### src/rtl/cluster_monitor_pkg.sv
`default_nettype none
// ---- cluster_monitor_pkg : default widths and FSM encoding for the cluster count monitor ----
// ---- rev 1.0 ----
package cluster_monitor_pkg;

  localparam int CNT_WIDTH_DEF  = 11;
  localparam int WIN_WIDTH_DEF  = 24;
  localparam int SUM_WIDTH_DEF  = 32;
  localparam int OVF_WIDTH_DEF  = 16;
  localparam int NWIN_WIDTH_DEF = 16;

  localparam int ST_W = 1;
  typedef logic [ST_W-1:0] state_t;

  localparam state_t ST_IDLE = 1'b0;
  localparam state_t ST_RUN  = 1'b1;

endpackage
`default_nettype wire

### src/rtl/cluster_count_monitor_if.sv
`default_nettype none
// ---- cluster_count_monitor_if : per-BX inputs, control and published window results ----
// ---- rev 1.0 ----
interface cluster_count_monitor_if
  import cluster_monitor_pkg::*;
#(
  parameter int CNT_WIDTH  = CNT_WIDTH_DEF,
  parameter int WIN_WIDTH  = WIN_WIDTH_DEF,
  parameter int SUM_WIDTH  = SUM_WIDTH_DEF,
  parameter int OVF_WIDTH  = OVF_WIDTH_DEF,
  parameter int NWIN_WIDTH = NWIN_WIDTH_DEF
);

  logic [CNT_WIDTH-1:0]  cnt_i;
  logic                  overflow_i;
  logic                  enable_i;
  logic [WIN_WIDTH-1:0]  window_len_i;

  logic [SUM_WIDTH-1:0]  sum_o;
  logic [CNT_WIDTH-1:0]  peak_o;
  logic [OVF_WIDTH-1:0]  ovf_bx_o;
  logic                  sum_sat_o;
  logic [NWIN_WIDTH-1:0] nwin_o;
  logic                  valid_o;
  logic                  busy_o;

  modport master (
    output cnt_i, overflow_i, enable_i, window_len_i,
    input  sum_o, peak_o, ovf_bx_o, sum_sat_o, nwin_o, valid_o, busy_o
  );

  modport slave (
    input  cnt_i, overflow_i, enable_i, window_len_i,
    output sum_o, peak_o, ovf_bx_o, sum_sat_o, nwin_o, valid_o, busy_o
  );

endinterface
`default_nettype wire

### src/rtl/sat_accum.sv
`default_nettype none
// ---- sat_accum : clearable saturating accumulator; value/sat show the total including this cycle's add ----
// ---- rev 1.0 ----
module sat_accum #(
  parameter int WIDTH    = 32,
  parameter int IN_WIDTH = 11
) (
  input  wire                 clock,
  input  wire                 reset,
  input  wire                 clear,
  input  wire                 add_en,
  input  wire  [IN_WIDTH-1:0] addend,
  output logic [WIDTH-1:0]    value,
  output logic                sat
);

  logic [WIDTH-1:0] r_acc;
  logic             r_sat;
  logic [WIDTH:0]   w_add;
  logic [WIDTH:0]   w_sum;

  // One spare bit catches the carry; a clamped accumulator carries again on any non-zero add.
  always_comb begin
    w_add = '0;
    if (add_en) begin
      w_add[IN_WIDTH-1:0] = addend;
    end
    w_sum = {1'b0, r_acc} + w_add;
    value = w_sum[WIDTH] ? {WIDTH{1'b1}} : w_sum[WIDTH-1:0];
    sat   = r_sat | w_sum[WIDTH];
  end

  always_ff @(posedge clock) begin
    if (reset || clear) begin
      r_acc <= '0;
      r_sat <= 1'b0;
    end else begin
      r_acc <= value;
      r_sat <= sat;
    end
  end

endmodule
`default_nettype wire

### src/rtl/cluster_count_monitor.sv
`default_nettype none
// ---- cluster_count_monitor : back-to-back N-BX windows of cluster sum, peak and overflow-BX count ----
// ---- rev 1.0 ----
module cluster_count_monitor
  import cluster_monitor_pkg::*;
#(
  parameter int CNT_WIDTH  = CNT_WIDTH_DEF,
  parameter int WIN_WIDTH  = WIN_WIDTH_DEF,
  parameter int SUM_WIDTH  = SUM_WIDTH_DEF,
  parameter int OVF_WIDTH  = OVF_WIDTH_DEF,
  parameter int NWIN_WIDTH = NWIN_WIDTH_DEF
) (
  input wire                     clock,
  input wire                     reset,
  cluster_count_monitor_if.slave mon
);

  state_t r_state;
  state_t w_state_nxt;

  logic [CNT_WIDTH-1:0]  r_cnt;
  logic                  r_ovf;
  logic [WIN_WIDTH-1:0]  r_len;
  logic [WIN_WIDTH-1:0]  r_count;
  logic [CNT_WIDTH-1:0]  r_peak;
  logic [CNT_WIDTH-1:0]  w_peak_nxt;

  logic [SUM_WIDTH-1:0]  r_sum;
  logic                  r_sum_sat;
  logic [OVF_WIDTH-1:0]  r_ovf_bx;
  logic [CNT_WIDTH-1:0]  r_peak_res;
  logic [NWIN_WIDTH-1:0] r_nwin;
  logic                  r_valid;

  logic                  w_busy;
  logic                  w_start;
  logic                  w_abort;
  logic                  w_close;
  logic                  w_accum;
  logic                  w_clear;

  logic [SUM_WIDTH-1:0]  w_sum_val;
  logic                  w_sum_sat;
  logic [OVF_WIDTH-1:0]  w_ovf_val;
  logic                  w_ovf_sat_unused;

  always_ff @(posedge clock) begin
    if (reset) begin
      r_cnt <= '0;
      r_ovf <= 1'b0;
    end else begin
      r_cnt <= mon.cnt_i;
      r_ovf <= mon.overflow_i;
    end
  end

  always_ff @(posedge clock) begin
    if (reset) begin
      r_state <= ST_IDLE;
    end else begin
      r_state <= w_state_nxt;
    end
  end

  always_comb begin
    w_state_nxt = r_state;
    case (r_state)
      ST_IDLE: begin
        if (mon.enable_i && (mon.window_len_i != '0)) begin
          w_state_nxt = ST_RUN;
        end
      end
      ST_RUN: begin
        if (!mon.enable_i) begin
          w_state_nxt = ST_IDLE;
        end else if ((r_count == r_len) && (mon.window_len_i == '0)) begin
          w_state_nxt = ST_IDLE;
        end
      end
      default: w_state_nxt = ST_IDLE;
    endcase
  end

  // r_count = samples captured so far; the window closes once all N sit in the pipe.
  always_comb begin
    w_busy  = 1'b0;
    w_start = 1'b0;
    w_abort = 1'b0;
    w_close = 1'b0;
    w_accum = 1'b0;
    case (r_state)
      ST_IDLE: begin
        w_start = mon.enable_i && (mon.window_len_i != '0);
      end
      ST_RUN: begin
        w_busy  = 1'b1;
        w_abort = !mon.enable_i;
        w_accum = mon.enable_i && (r_count != '0);
        w_close = mon.enable_i && (r_count == r_len);
      end
      default: begin
        w_busy = 1'b0;
      end
    endcase
  end

  assign w_clear    = w_start | w_abort | w_close;
  assign w_peak_nxt = (w_accum && (r_cnt > r_peak)) ? r_cnt : r_peak;

  sat_accum #(
    .WIDTH    (SUM_WIDTH),
    .IN_WIDTH (CNT_WIDTH)
  ) u_sum_accum (
    .clock  (clock),
    .reset  (reset),
    .clear  (w_clear),
    .add_en (w_accum),
    .addend (r_cnt),
    .value  (w_sum_val),
    .sat    (w_sum_sat)
  );

  sat_accum #(
    .WIDTH    (OVF_WIDTH),
    .IN_WIDTH (1)
  ) u_ovf_accum (
    .clock  (clock),
    .reset  (reset),
    .clear  (w_clear),
    .add_en (w_accum),
    .addend (r_ovf),
    .value  (w_ovf_val),
    .sat    (w_ovf_sat_unused)
  );

  // The sample captured on a close edge is already the first of the next window.
  always_ff @(posedge clock) begin
    if (reset) begin
      r_len      <= '0;
      r_count    <= '0;
      r_peak     <= '0;
      r_sum      <= '0;
      r_sum_sat  <= 1'b0;
      r_ovf_bx   <= '0;
      r_peak_res <= '0;
      r_nwin     <= '0;
      r_valid    <= 1'b0;
    end else begin
      r_valid <= w_close;
      if (w_start || w_abort) begin
        r_count <= '0;
        r_peak  <= '0;
        if (w_start) begin
          r_len <= mon.window_len_i;
        end
      end else if (w_close) begin
        r_sum      <= w_sum_val;
        r_sum_sat  <= w_sum_sat;
        r_ovf_bx   <= w_ovf_val;
        r_peak_res <= w_peak_nxt;
        r_nwin     <= r_nwin + NWIN_WIDTH'(1);
        r_len      <= mon.window_len_i;
        r_count    <= WIN_WIDTH'(1);
        r_peak     <= '0;
      end else if (w_busy) begin
        r_count <= r_count + WIN_WIDTH'(1);
        r_peak  <= w_peak_nxt;
      end
    end
  end

  assign mon.sum_o     = r_sum;
  assign mon.peak_o    = r_peak_res;
  assign mon.ovf_bx_o  = r_ovf_bx;
  assign mon.sum_sat_o = r_sum_sat;
  assign mon.nwin_o    = r_nwin;
  assign mon.valid_o   = r_valid;
  assign mon.busy_o    = w_busy;

endmodule
`default_nettype wire

### src/flat_wrapper.sv
// flat-port wrapper written by rule: the top's interface ports become plain ports
module cluster_count_monitor_flat import cluster_monitor_pkg::*;
#(
  parameter int CNT_WIDTH  = CNT_WIDTH_DEF,
  parameter int WIN_WIDTH  = WIN_WIDTH_DEF,
  parameter int SUM_WIDTH  = SUM_WIDTH_DEF,
  parameter int OVF_WIDTH  = OVF_WIDTH_DEF,
  parameter int NWIN_WIDTH = NWIN_WIDTH_DEF
)
  (clock, reset, mon_cnt_i, mon_overflow_i, mon_enable_i, mon_window_len_i, mon_sum_o, mon_peak_o, mon_ovf_bx_o, mon_sum_sat_o, mon_nwin_o, mon_valid_o, mon_busy_o);
  cluster_count_monitor_if #(.CNT_WIDTH(CNT_WIDTH), .WIN_WIDTH(WIN_WIDTH), .SUM_WIDTH(SUM_WIDTH), .OVF_WIDTH(OVF_WIDTH), .NWIN_WIDTH(NWIN_WIDTH)) mon_i ();
  input wire clock;
  input wire reset;
  input wire logic [$bits(mon_i.cnt_i)-1:0] mon_cnt_i;
  input wire logic [$bits(mon_i.overflow_i)-1:0] mon_overflow_i;
  input wire logic [$bits(mon_i.enable_i)-1:0] mon_enable_i;
  input wire logic [$bits(mon_i.window_len_i)-1:0] mon_window_len_i;
  output wire logic [$bits(mon_i.sum_o)-1:0] mon_sum_o;
  output wire logic [$bits(mon_i.peak_o)-1:0] mon_peak_o;
  output wire logic [$bits(mon_i.ovf_bx_o)-1:0] mon_ovf_bx_o;
  output wire logic [$bits(mon_i.sum_sat_o)-1:0] mon_sum_sat_o;
  output wire logic [$bits(mon_i.nwin_o)-1:0] mon_nwin_o;
  output wire logic [$bits(mon_i.valid_o)-1:0] mon_valid_o;
  output wire logic [$bits(mon_i.busy_o)-1:0] mon_busy_o;
  assign mon_i.cnt_i = mon_cnt_i;
  assign mon_i.overflow_i = mon_overflow_i;
  assign mon_i.enable_i = mon_enable_i;
  assign mon_i.window_len_i = mon_window_len_i;
  assign mon_sum_o = mon_i.sum_o;
  assign mon_peak_o = mon_i.peak_o;
  assign mon_ovf_bx_o = mon_i.ovf_bx_o;
  assign mon_sum_sat_o = mon_i.sum_sat_o;
  assign mon_nwin_o = mon_i.nwin_o;
  assign mon_valid_o = mon_i.valid_o;
  assign mon_busy_o = mon_i.busy_o;
  cluster_count_monitor #(.CNT_WIDTH(CNT_WIDTH), .WIN_WIDTH(WIN_WIDTH), .SUM_WIDTH(SUM_WIDTH), .OVF_WIDTH(OVF_WIDTH), .NWIN_WIDTH(NWIN_WIDTH)) u_core (.clock(clock), .reset(reset), .mon(mon_i));
endmodule
### config.mk
export PLATFORM = sky130hd
export DESIGN_NAME = cluster_count_monitor_flat
export DESIGN_NICKNAME = d
export VERILOG_FILES = /design/src/rtl/cluster_monitor_pkg.sv /design/src/rtl/cluster_count_monitor_if.sv /design/src/rtl/sat_accum.sv /design/src/rtl/cluster_count_monitor.sv /design/src/flat_wrapper.sv
export SDC_FILE = /design/constraint.sdc
export NUM_CORES = 1
export LEC_CHECK = 0
export ABC_AREA = 0
export BUFFER_PORTS_ARGS = -buffer_cell sky130_fd_sc_hd__buf_2
export CAP_MARGIN = 20
export CORE_ASPECT_RATIO = 1.1
export CORE_UTILIZATION = 52
export CTS_CLUSTER_DIAMETER = 80
export DETAILED_ROUTE_END_ITERATION = 12
export GPL_ROUTABILITY_DRIVEN = 0
export PLACE_DENSITY_LB_ADDON = 0.08
export RECOVER_POWER = 50
export SKIP_CTS_REPAIR_TIMING = 1
export SLEW_MARGIN = 10
export SYNTH_ARGS = -nofsm -noshare
export SYNTH_HDL_FRONTEND = slang
export SYNTH_SLANG_ARGS = --single-unit
### constraint.sdc
create_clock -name clock -period 3.27 [get_ports clock]
set_clock_uncertainty 0.05 [all_clocks]
set_input_delay 0.1635 -clock clock [delete_from_list [all_inputs] [get_ports clock]]
set_output_delay 0.1635 -clock clock [all_outputs]
set_load 0.005 [all_outputs]
==> impl_metrics.csv, run 1 <==
group,metric,value,unit
power,peakVddDrop,0.3909,mV
timing,worst_slack,-0.05764,ns
hold_path,hp-class,"input pin to flip-flop",
layout,drive_above_1_share,0.1886,
clock_network,cts.path.max_buffers,2,
synth,yosysWarnings,0,
clock_network,clockRootBuffer,"clkbuf_16",
detailed_routing,drc,0,
placement,dp_hpwl,14.55,mm
hold_path,hold_end,"u_core.r_state$_SDFF_PP0_",
layout,areaGrowthSynthToFinish,24.48,%
worst_setup_path,required,3.50,ns
synth,synth_nets,1078,
worst_setup_path,r2r_end,"u_core.mon.sum_o[10]$_SDFFE_PP0P_",
synth,ys_seq_elements,198,
timing,min_period_over_period,1.018,
layout,nets,1253,
synth,synth-compound-area-share,0.1375,
worst_setup_path,ff2ff_path_depth,15,
layout,fin_util,0.6699,
worst_setup_path,crit_arrival,3.56,ns
worst_setup_path,path_common_cell,"ha_4",
synth,synthXorXnorAreaFrac,0.07767,
timing,layout_min_cycle_time,3.328,ns
timing,fin_tns_setup,-0.6014,ns
synth,synth_common_cells,"dfxtp_1 (198), nor2_1 (176), a21oi_1 (54), xor2_1 (45), nand3_1 (43)",
synth,ys_seq_area_frac,0.4449,
synth,synth_fa_ha_area_frac,0.04017,
placement,portBuffers,116,
global_route,grt_max_degree,79,
run_status,status,"complete, but fails checks",
clock_network,cts_buffers,17,
detailed_routing,drt_iter0_drc,364,
synth,synth_top_family_by_area,"simple AND/OR/NAND/NOR gates",
worst_setup_path,slowest_stage,"a221oi_4",
die,fp.dieW,126.8,um
global_route,grt_pass1_wl,34.10,mm
timing,worst_hold_slack,0.03592,ns
global_route,grt_pass1_vias,6935,
synth,synth_top_area_cell,"dfxtp_1",
run_status,violations,"max-capacitance violations, max-slew violations, negative setup slack",
worst_setup_path,crit_start,"u_core.r_count[1]$_SDFFE_PP0P_",
detailed_routing,wl_per_cell,15.25,um
power,p_leak,4.420,nW
worst_setup_path,worstSetupPathType,"flip-flop to flip-flop",
die,rows,49,
synth,synth-edff-count,0,
die,start_util,0.5382,
layout,final_area,0.01109,mm^2
timing,rsz0062_at_grt,"true",
detailed_routing,vias_per_cell,5.456,
placement,place_area,0.01000,mm^2
layout,antenna_cells,0,
clock_network,clock-sinks,198,
global_route,grtUsageTotal,0.2392,
synth,synthArstFlopShare,0,
die,die_h,139.3,um
worst_setup_path,crit_chain,"inv_2 -> ha_4 -> nor4b_4 -> and4_1 -> a31oi_4 -> buf_6 -> and2_4 -> ha_4 -> fa_2 -> a21o_1 -> a221oi_4 -> o21ai_2 -> o31ai_2 -> xor2_1 -> a211oi_2",
timing,setup_viol,28,
global_route,antenna_found_initial,0,
clock_network,htreeDepth,4,
synth,synth-main-ff-cell,"dfxtp_1",
global_route,grt-ovfl-total,0,
synth,syn_inst,1011,
worst_setup_path,r2r_slack,-0.06,ns
synth,synth_top_area_share,0.4449,
detailed_routing,vias,7650,
timing,hold_viol,0,
power,power.density,427.6,mW/mm^2
worst_setup_path,cp-start-kind,"flip-flop",
synth,synthMuxAreaShare,0.03989,
die,fp.coreArea,0.01655,mm^2
clock_network,path_clk_slew,0.07,ns
detailed_routing,routed_wl,21.38,mm
detailed_routing,first_pass_iters,4,
hold_path,min_from,"mon_enable_i",
die,io_pins,117,
timing,final_max_slew_viol_count,35,
worst_setup_path,cp-end-kind,"flip-flop",
synth,yosysMostFrequentCell,"dfxtp_1",
worst_setup_path,r2r_start,"u_core.r_count[1]$_SDFFE_PP0P_",
worst_setup_path,cpPeakStageDelay,0.37,ns
timing,slew_headroom,-0.01679,
timing,fmax,0.3005,GHz
synth,synth_cell_types,59,
clock_network,clk_latency,0.43,ns
job,drv_cap,1,
detailed_routing,antenna_left,0,
worst_setup_path,worst_path_dominant_cell_family,"compound AO/OA/AOI/OAI gates",
synth,netlist_area,0.008909,mm^2
synth,yosys.area_share.simple,0.2191,
die,fp.dieArea,0.01766,mm^2
synth,syn_avg_cell_area,8.812,um^2
timing,worst_pin_slew,1.525,ns
clock_network,cts_tree,"yes",
worst_setup_path,cp_max_fo,7,
hold_path,hold_depth,3,
worst_setup_path,worst-path-buf-inv,2,
synth,synth_area_leaders,"dfxtp_1 (44%), nor2_1 (7.4%), xor2_1 (4.4%)",
cells by family after synthesis:
kind of cell               count (synthesis)
AOI/OAI and AO/OA                        187
adders and majority gates                 28
and+or+nand+nor                          400
xor gates and xnor gates                  79
muxes                                     35
buffers and inverters                     84
DFF                                      198
where the power goes:
part	leakage, nW	total [W]	internal, W	switching, W
registers	1.60	0.00247	0.00245	0.0000262
clock network	0.267	0.00198	0.00109	0.000891
logic	2.55	0.000293	0.000129	0.000164
total	4.42	0.00474	0.00366	0.00108
worst max-delay path by stage:
| stage | to | depth (start not counted) | slack [ns] |
|---|---|---|---|
| after floorplan | u_core.mon.sum_o[10]$_SDFFE_PP0P_ | 15 | -0.0009 |
| after global placement | u_core.mon.sum_o[10]$_SDFFE_PP0P_ | 15 | -0.14 |
| after detailed placement | u_core.mon.sum_o[10]$_SDFFE_PP0P_ | 15 | -0.23 |
| after CTS | u_core.mon.sum_o[10]$_SDFFE_PP0P_ | 15 | -0.26 |
| after global routing | u_core.mon.sum_o[10]$_SDFFE_PP0P_ | 15 | -0.24 |
| final | u_core.mon.sum_o[10]$_SDFFE_PP0P_ | 15 | -0.06 |
cells in the final DEF (no fill, tap or decap), drive strengths merged, types with 17 or more instances in the layout:
| cell type | instances |
|---|---|
| clkbuf | 53 |
| o21ai | 36 |
| nand3 | 43 |
| nand4 | 20 |
| nand2 | 41 |
| a21oi | 54 |
| xor2 | 45 |
| xnor2 | 34 |
| ha | 27 |
| a211oi | 39 |
| nor2 | 176 |
| nor4 | 17 |
| nor2b | 22 |
| dfxtp | 198 |
| inv | 26 |
| mux2i | 31 |
| and2 | 20 |
| buf | 149 |
| dlygate4sd3 | 36 |
metal layers:
metal  wire (um)  vias up  track usage
met5           0        -            0
met4         333        0      0.07895
met3         654       24      0.03768
met2       10770      138       0.4117
met1        9625     3592       0.3054
li1            -     3896            -
area by class of cell:
cell class | count | area, um^2
inverter | 25 | 93.84
sequential | 198 | 3966
multi-input combinational | 729 | 4811
clock inverter | 8 | 75.07
tap | 204 | 255.2
timing repair buffer | 215 | 1420
fill | 1399 | 5464
clock buffer | 23 | 467.9
tightest hold or removal path, stage by stage:
cell	delay (ns)
buf_2	0.13
nand2_1	0.09
a21oi_1	0.07
metrics by stage:
step	std cells	power, W	worst slack, ns
2_1_floorplan	1011	0.002693	-0.0008840
4_1_cts	1362	0.004736	-0.2552
3_5_place_dp	1331	0.002783	-0.2290
6_report	1402	0.004742	-0.05764
3_3_place_gp	1331	0.002779	-0.1405
5_1_grt	1402	0.004906	-0.2357
state kept, by name, indices dropped and copies added, names as in the netlist:
name and cells:
u_core.r_peak 11, u_core.mon.peak_o 11, u_core.mon.ovf_bx_o 16, u_core.r_cnt 11
u_core.mon.sum_o 32, u_core.u_sum_accum.r_sat 1, u_core.r_ovf 1, u_core.r_state 1
u_core.mon.sum_sat_o 1, u_core.r_count 24, u_core.mon.valid_o 1, u_core.u_ovf_accum.r_acc 16
u_core.r_len 24, u_core.u_sum_accum.r_acc 32, u_core.mon.nwin_o 16
Power figures use the tool's default switching activity.
==> run 2, diff against run 1 <==
CORE_UTILIZATION = 53   (was 52)
SYNTH_HIERARCHICAL = 1   (was unset)
==> run 2 against run 1 <==
The run ends with negative setup slack left; largest power group unchanged; count of clock-buffer cells in the layout decreased by 2; sequential power hardly changed; utilization is 2.4 points higher; setup slack lost 0.18 ns; combinational power up 47%.
==> impl_metrics.csv, run 2 <==
group,metric,value,unit
global_route,grt_pass1_wl,41.00,mm
job,drv_cap,0,
worst_setup_path,r2r_slack,-0.23,ns
synth,netlist_area,0.009933,mm^2
global_route,grt-ovfl-total,0,
global_route,grt_pass1_vias,8183,
timing,final_max_slew_viol_count,0,
detailed_routing,antenna_left,0,
timing,worst_pin_slew,0.7670,ns
timing,setup_viol,57,
timing,fin_tns_setup,-8.919,ns
die,fp.dieArea,0.01929,mm^2
clock_network,htreeDepth,4,
layout,areaGrowthSynthToFinish,28.22,%
die,io_pins,117,
layout,drive_above_1_share,0.2811,
synth,syn_avg_cell_area,8.660,um^2
power,finalPower,0.005007,W
layout,mostFrequentLayoutCells,"dfxtp_1 (196), buf_2 (115), a21oi_1 (107)",
power,sw_frac_of_total,0.2463,
worst_setup_path,cp-end-kind,"flip-flop",
die,fp.dieW,132.5,um
timing,min_period_over_period,1.071,
detailed_routing,wl_per_cell,16.83,um
worst_setup_path,required,3.51,ns
placement,placedCellCount,1505,
clock_network,cts_buffers,17,
layout,antenna_cells,0,
detailed_routing,first_pass_iters,5,
synth,syn_inst,1147,
hold_path,hp-class,"input pin to flip-flop",
die,rows,52,
power,p_leak,5.192,nW
clock_network,clockRootBuffer,"clkbuf_16",
die,start_util,0.5414,
run_status,violations,"negative setup slack",
timing,slew_headroom,0.4886,
placement,place_area,0.01123,mm^2
worst_setup_path,cp_max_fo,7,
detailed_routing,vias_per_cell,5.768,
clock_network,cts_tree,"yes",
synth,synth_nets,1214,
detailed_routing,drt_iter0_drc,585,
global_route,antenna_found_initial,0,
layout,nets,1396,
die,fp.coreArea,0.01835,mm^2
power,p_clk_frac,0.421,
worst_setup_path,cp-start-kind,"flip-flop",
detailed_routing,vias,9136,
power,peakVddDrop,0.3553,mV
timing,rsz0062_at_grt,"true",
placement,portBuffers,116,
detailed_routing,routed_wl,26.66,mm
clock_network,path_clk_slew,0.07,ns
timing,fmax,0.2854,GHz
timing,worst_slack,-0.2337,ns
clock_network,clock-sinks,198,
run_status,status,"complete, but fails checks",
timing,hold_viol,0,
detailed_routing,drc,0,
power,switchingPower,0.001233,W
clock_network,cts.path.max_buffers,2,
synth,yosysWarnings,6,
power,seqPwrFrac,0.493,
power,power.density,393.2,mW/mm^2
placement,dp_hpwl,17.23,mm
layout,final_common_cell,"dfxtp_1",
die,die_h,145.6,um
power,combPwrFrac,0.086,
worst_setup_path,worstSetupPathType,"flip-flop to flip-flop",
power,p_int,0.003774,W
layout,instances_no_fill,1584,
clock_network,clk_latency,0.44,ns
timing,layout_min_cycle_time,3.504,ns
global_route,grt_max_degree,72,
layout,final_area,0.01274,mm^2
global_route,grtUsageTotal,0.2602,
worst_setup_path,crit_arrival,3.74,ns
## run 2: final timing paths
check                                       from                                  end  cells after the start
max reg2reg       u_core/r_count[0]$_SDFFE_PP0P_    u_core/mon.sum_o[31]$_SDFFE_PP0P_                     18
min reg2reg  u_core/mon.ovf_bx_o[3]$_SDFFE_PP0P_  u_core/mon.ovf_bx_o[3]$_SDFFE_PP0P_                      2
max               u_core/r_count[0]$_SDFFE_PP0P_    u_core/mon.sum_o[31]$_SDFFE_PP0P_                     18
min                                 mon_enable_i            u_core/r_state$_SDFF_PP0_                      4
## run 2: layer usage
layer | share of wire | wire length [um] | track usage
met5 | 0 | 0 | 0
met1 | 0.46 | 12230 | 0.3604
met3 | 0.039 | 1047 | 0.03448
met4 | 0.018 | 476 | 0.08391
met2 | 0.48 | 12910 | 0.4189
## run 2: final cells by class
class	count	area, um^2
clock buffers	21	460.4
clock inverters	10	121.4
fillers	1469	5612
inverters	23	86.33
multi-input cells	839	5953
flip-flops and latches	198	3966
well taps	243	304.0
repair buffers	250	1844
## run 2: per-stage QoR
stage | worst slack (ns) | hold slack (ns) | util
2_1_floorplan | -0.4995 | 0.1842 | -
3_3_place_gp | -0.1651 | 0.3233 | 0.6117
3_5_place_dp | -0.2685 | 0.3270 | 0.6121
4_1_cts | -0.2894 | -0.1348 | 0.6438
5_1_grt | -0.4297 | 0.1366 | 0.6941
6_report | -0.2337 | 0.09843 | 0.6941
## run 2: power by group through the flow
stage | Clock (W) | Combinational, W | Sequential [W]
4_1_cts | 0.00215 | 0.000390 | 0.00247
3_5_place_dp | 0 | 0.000387 | 0.00252
5_1_grt | 0.00223 | 0.000471 | 0.00247
2_1_floorplan | 0 | 0.000260 | 0.00251
6_report | 0.00211 | 0.000432 | 0.00247
3_3_place_gp | 0 | 0.000383 | 0.00252
## run 2: worst max-delay path, cell delays in order, from the launching register on
cell and delay (ns):
dfxtp_2 0.32, inv_2 0.05, ha_2 0.15, nor4b_4 0.17
nand4_1 0.13, nor2_2 0.23, nor2_4 0.07, and2_4 0.15
ha_4 0.15, fa_2 0.33, a21o_1 0.21, a221oi_2 0.26
o211a_1 0.26, o21a_2 0.22, or2_4 0.21, buf_6 0.16
a31oi_2 0.08, nand3_1 0.09, a21oi_1 0.06
